$ cat config.mk
export PLATFORM = sky130hd
export DESIGN_NAME = handshake_constant_seq
export DESIGN_NICKNAME = d
export VERILOG_FILES = /design/src/rtl/handshake_pkg.sv /design/src/rtl/handshake_one_slot_buffer.sv /design/src/rtl/handshake_constant_seq.sv
export SDC_FILE = /design/constraint.sdc
export NUM_CORES = 1
export LEC_CHECK = 0
export ABC_AREA = 1
export CAP_MARGIN = 40
export CORE_MARGIN = 3
export CORE_UTILIZATION = 28
export CTS_CLUSTER_SIZE = 10
export DETAILED_ROUTE_END_ITERATION = 7
export PLACE_DENSITY = 0.87
export SYNTH_ARGS = -nofsm -noshare
export SYNTH_HDL_FRONTEND = slang
export SYNTH_SLANG_ARGS = --single-unit
$ cat constraint.sdc
create_clock -name clk -period 1.1 [get_ports clk]
set_input_delay 0.22 -clock clk [delete_from_list [all_inputs] [get_ports clk]]
set_output_delay 0.22 -clock clk [all_outputs]
set_load 0.05 [all_outputs]
$ cat src/rtl/handshake_pkg.sv
// Shared types, constants and helpers for registered valid/ready handshake units.
package handshake_pkg;

    typedef enum logic {
        SLOT_EMPTY = 1'b0,
        SLOT_FULL  = 1'b1
    } slot_state_e;

    // Replicated to the payload width wherever a reset payload is needed.
    localparam bit HS_IDLE_DATA = 1'b0;

    function automatic int unsigned clog2_min1(input int unsigned n);
        return (n <= 1) ? 1 : $clog2(n);
    endfunction

endpackage

$ cat src/rtl/handshake_one_slot_buffer.sv
// One-slot registered valid/ready buffer; accepts a new token in the same cycle
// the held one is taken, so it sustains one token per cycle.
module handshake_one_slot_buffer
    import handshake_pkg::*;
#(
    parameter int unsigned DATA_WIDTH = 32
) (
    input  logic                  clk_i,
    input  logic                  rst_i,
    input  logic                  in_valid_i,
    output logic                  in_ready_o,
    input  logic [DATA_WIDTH-1:0] in_data_i,
    output logic                  out_valid_o,
    input  logic                  out_ready_i,
    output logic [DATA_WIDTH-1:0] out_data_o
);

    slot_state_e           state_q, state_d;
    logic [DATA_WIDTH-1:0] data_q, data_d;

    assign in_ready_o  = (state_q == SLOT_EMPTY) || out_ready_i;
    assign out_valid_o = (state_q == SLOT_FULL);
    assign out_data_o  = data_q;

    always_comb begin
        state_d = state_q;
        data_d  = data_q;
        if (in_valid_i && in_ready_o) begin
            state_d = SLOT_FULL;
            data_d  = in_data_i;
        end else if ((state_q == SLOT_FULL) && out_ready_i) begin
            // Drained with no refill: payload is kept, only validity drops.
            state_d = SLOT_EMPTY;
        end
    end

    always_ff @(posedge clk_i) begin
        if (rst_i) begin
            state_q <= SLOT_EMPTY;
            data_q  <= {DATA_WIDTH{HS_IDLE_DATA}};
        end else begin
            state_q <= state_d;
            data_q  <= data_d;
        end
    end

endmodule

$ cat src/rtl/handshake_constant_seq.sv
// Registered constant source: each ctrl token emits the next entry of a
// compile-time table, wrapping or saturating at the last entry.
module handshake_constant_seq
    import handshake_pkg::*;
#(
    parameter int unsigned                 DATA_WIDTH = 32,
    parameter int unsigned                 DEPTH      = 4,
    parameter logic [DEPTH*DATA_WIDTH-1:0] VALUES     = '0,
    parameter bit                          WRAP       = 1'b1,
    parameter int unsigned                 IDX_W      = clog2_min1(DEPTH)
) (
    input  logic                  clk,
    input  logic                  rst,
    input  logic                  ctrl_valid,
    output logic                  ctrl_ready,
    output logic [DATA_WIDTH-1:0] outs,
    output logic                  outs_valid,
    input  logic                  outs_ready,
    output logic [IDX_W-1:0]      seq_idx
);

    localparam logic [IDX_W-1:0] LAST_IDX = IDX_W'(DEPTH - 1);

    logic [IDX_W-1:0]      seq_idx_q, seq_idx_d;
    logic [DATA_WIDTH-1:0] table_data;
    logic                  ctrl_fire;

    assign ctrl_fire  = ctrl_valid && ctrl_ready;
    assign table_data = VALUES[seq_idx_q*DATA_WIDTH +: DATA_WIDTH];
    assign seq_idx    = seq_idx_q;

    always_comb begin
        seq_idx_d = seq_idx_q;
        if (ctrl_fire) begin
            if (seq_idx_q == LAST_IDX) begin
                seq_idx_d = WRAP ? '0 : LAST_IDX;
            end else begin
                seq_idx_d = seq_idx_q + IDX_W'(1);
            end
        end
    end

    always_ff @(posedge clk) begin
        if (rst) begin
            seq_idx_q <= '0;
        end else begin
            seq_idx_q <= seq_idx_d;
        end
    end

    handshake_one_slot_buffer #(
        .DATA_WIDTH (DATA_WIDTH)
    ) u_out_buf (
        .clk_i       (clk),
        .rst_i       (rst),
        .in_valid_i  (ctrl_valid),
        .in_ready_o  (ctrl_ready),
        .in_data_i   (table_data),
        .out_valid_o (outs_valid),
        .out_ready_i (outs_ready),
        .out_data_o  (outs)
    );

endmodule

==> summary.txt <==
Yosys
  • Synth Area in Adders: 3.155%
  • Post-Synth XOR/XNOR Area: 0%
  • Synth Area in Compound Gates: 2.524%
  • Top post-synthesis cells by area: buf_4 (61%), dfxtp_1 (15%), nand2_4 (5.7%), nor2_1 (3.8%), ha_1 (3.2%)
  • Top cell type's share of synthesized area: 60.57%
  • YS warnings: 0
  • Synth Area in Simple Gates: 14.83%
  • Post-synth cell types: 11
  • Main combinational cell family by area after synthesis: buffers and inverters
  • Mapped Cells: 52
  • Mean post-synth cell area: 7.627 um^2
  • Netlist Area Pre-Place: 396.6 um^2
  • Post-synthesis mux area share: 0%
  • Seq/Total Area, Yosys: 15.14%
  • Top cell type by total area after synthesis: buf_4
  • Synthesis-stage register bit count: 3

STA
  • Unrepaired setup endpoints after global routing: false
  • Final hold slack: 0.5284 ns
  • Minimum clock period: 1.028 ns
  • Final setup fails: 0
  • Clock Skews: 0.00005443 ns
  • Worst Slack Setup Final: 0.07237 ns
  • Fin crit share: 93.42%
  • Hold Violations, Final: 0
  • Max Transition Viols Final: 0
  • Maximum clock frequency: 973.1 MHz

Place
  • Detailed-placement wirelength estimate: 536.9 um
  • Routability congestion estimate: 0.6510
  • Place WS: -0.1093 ns
  • IO Port Bufs: 7

Drt
  • Drt via density: 3.195
  • Routed Antenna Nets: 0
  • DR iter-0 viols: 1
  • Residual DRC count: 0
  • Via count: 246
  • Final WL: 630 um
  • DR WL/cell: 8.182 um
  • DR pass1 iterations: 3

Worst setup path
  • CP max FO: 2
  • CP required: 0.88 ns
  • Critical path class: flop to primary output
  • Slowest CP cell: dfxtp_2
  • Setup crit start kind: flop
  • CP Cell Sequence: nand2_4, buf_12
  • Critical Path Max Stage Delay: 0.36 ns
  • Critical path startpoint: u_out_buf.out_valid_o$_SDFFE_PP0P_
  • Critical R2R Launch: seq_idx[0]$_SDFFE_PP0P_
  • CP Capture Type: primary output
  • WP data arrival: 0.81 ns

Worst hold path
  • Hold Path Origin: seq_idx[1]$_SDFFE_PP0P_
  • Hold WC Path Type: flop to flop

Global route
  • Grt ovf: 0
  • First-pass GRT wire length: 814 um
  • Vias in the first global route: 185
  • Global-route usage over all layers: 7.107%
  • Largest net degree at the start of global routing: 5
  • Initial antenna violation count: 0

Die
  • Die width: 43.64 um
  • Total die area: 1904 um^2
  • Die Ht: 43.64 um
  • Core area: 1216 um^2
  • FP Rows: 12
  • I/O Pins: 40
  • Starting utilization of the core area: 32.61%

Status
  • Status: complete, no violations

Clocking
  • Clk buf depth: 2
  • Clock sinks: 3
  • Hold_buf cts: 0
  • Worst skew pair latency: 0.24 ns
  • TritonCTS buffer count: 3
  • CTS root buffer: clkbuf_4
  • Clock transition at path regs: 0.04 ns
  • Clock tree from TritonCTS: yes
  • Max H-tree Level: 1

Power
  • Peak VDD IR: 0.0005678 V
  • Leakage power: 0.2563 nW
  • PwrDens: 1624 nW/um^2

Finish
  • Nets: 69
  • FILL cells: 134
  • Area growth, synth to finish: 10.09%
  • Layout cells sized above 1: 23.81%
  • # diodes: 0

Job
  • Max-cap viol count: 0
==> power breakdown <==
part           switching [mW]  internal [mW]  total, mW  leakage (nW)
sequential             0.0146          0.121      0.136        0.0258
combinational           0.308         0.0679      0.376         0.216
clock                  0.0616          0.136      0.198        0.0150
==> cells by family (layout without fill, tap and decap cells) <==
group           Yosys count  count (layout)
buf+inv                  35              15
fa+ha+maj                 1               1
flops                     3               3
simple gates             10              10
compound gates            2               2
other cells               1              32
==> per-layer routing <==
layer  track usage (%)  share of wire, %
met1             4.390                24
met2             10.76                53
met3             4.979                17
met4             10.84               5.6
met5                 0                 0
==> synthesized netlist by cell type <==
cell type	instances
conb_1	1
nor2_1	4
ha_1	1
nand2_2	1
nand2_4	2
buf_4	32
nand2_1	2
inv_1	3
nand3b_1	1
a21oi_1	2
dfxtp_1	3
==> worst paths after layout <==
path                        endpoint  slack, ns  depth (start not counted)
max                       ctrl_ready       0.07                          2
min reg2reg  seq_idx[1]$_SDFFE_PP0P_       0.53                          2
max reg2reg  seq_idx[1]$_SDFFE_PP0P_       0.12                          4
min          seq_idx[1]$_SDFFE_PP0P_       0.53                          2
==> worst max-delay path: cells and delay by family, from the launching register on <==
kind | cells | cell delay (ns)
buffers and inverters | 1 | 0.14
AND/OR/NAND/NOR | 1 | 0.06
flip-flops | 1 | 0.36
==> registers in the layout (all words and copies together), names as in the netlist <==
signal and count:
seq_idx 2, u_out_buf.out_valid_o 1
==> timing repair <==
action / CTS / global route
setup endpoints to repair: 1 / 0
buffers inserted: 1 / 0
resized for setup: 2 / 0
==> cell usage in the layout, fill, tap and decap left out <==
cell / n
nor2_1: 4
inv_2: 1
inv_1: 2
nand2_2: 1
ha_1: 1
dlygate4sd2_1: 1
a21oi_1: 2
clkbuf_1: 1
nand2_4: 2
conb_1: 32
nand2_1: 2
dfxtp_2: 3
clkbuf_4: 3
nand3b_1: 1
buf_4: 1
clkdlybuf4s50_1: 2
buf_12: 4
==> stage by stage <==
step                util (%)  instances  power [mW]  setup TNS, ns  cell area (um^2)
global placement       33.23         72      0.5049        -0.1251             404.1
finish                 35.91         77      0.7093              0             436.7
CTS                    35.91         77      0.7232              0             436.7
global route           35.91         77      0.7482              0             436.7
floorplan                  -         83      0.5277      -0.009060             516.7
detailed placement     33.23         72      0.5096        -0.2237             404.1
==> cell type report <==
cell class,count,area (um^2),area share [%]
Clock buffer,4,26.28,6.017
Inverter,3,11.26,2.579
Multi-Input combinational cell,45,201.4,46.13
Sequential cell,3,63.81,14.61
Tap cell,14,17.52,4.011
Timing Repair Buffer,8,116.4,26.65
Note: power is estimated with default switching activity, not from simulation.
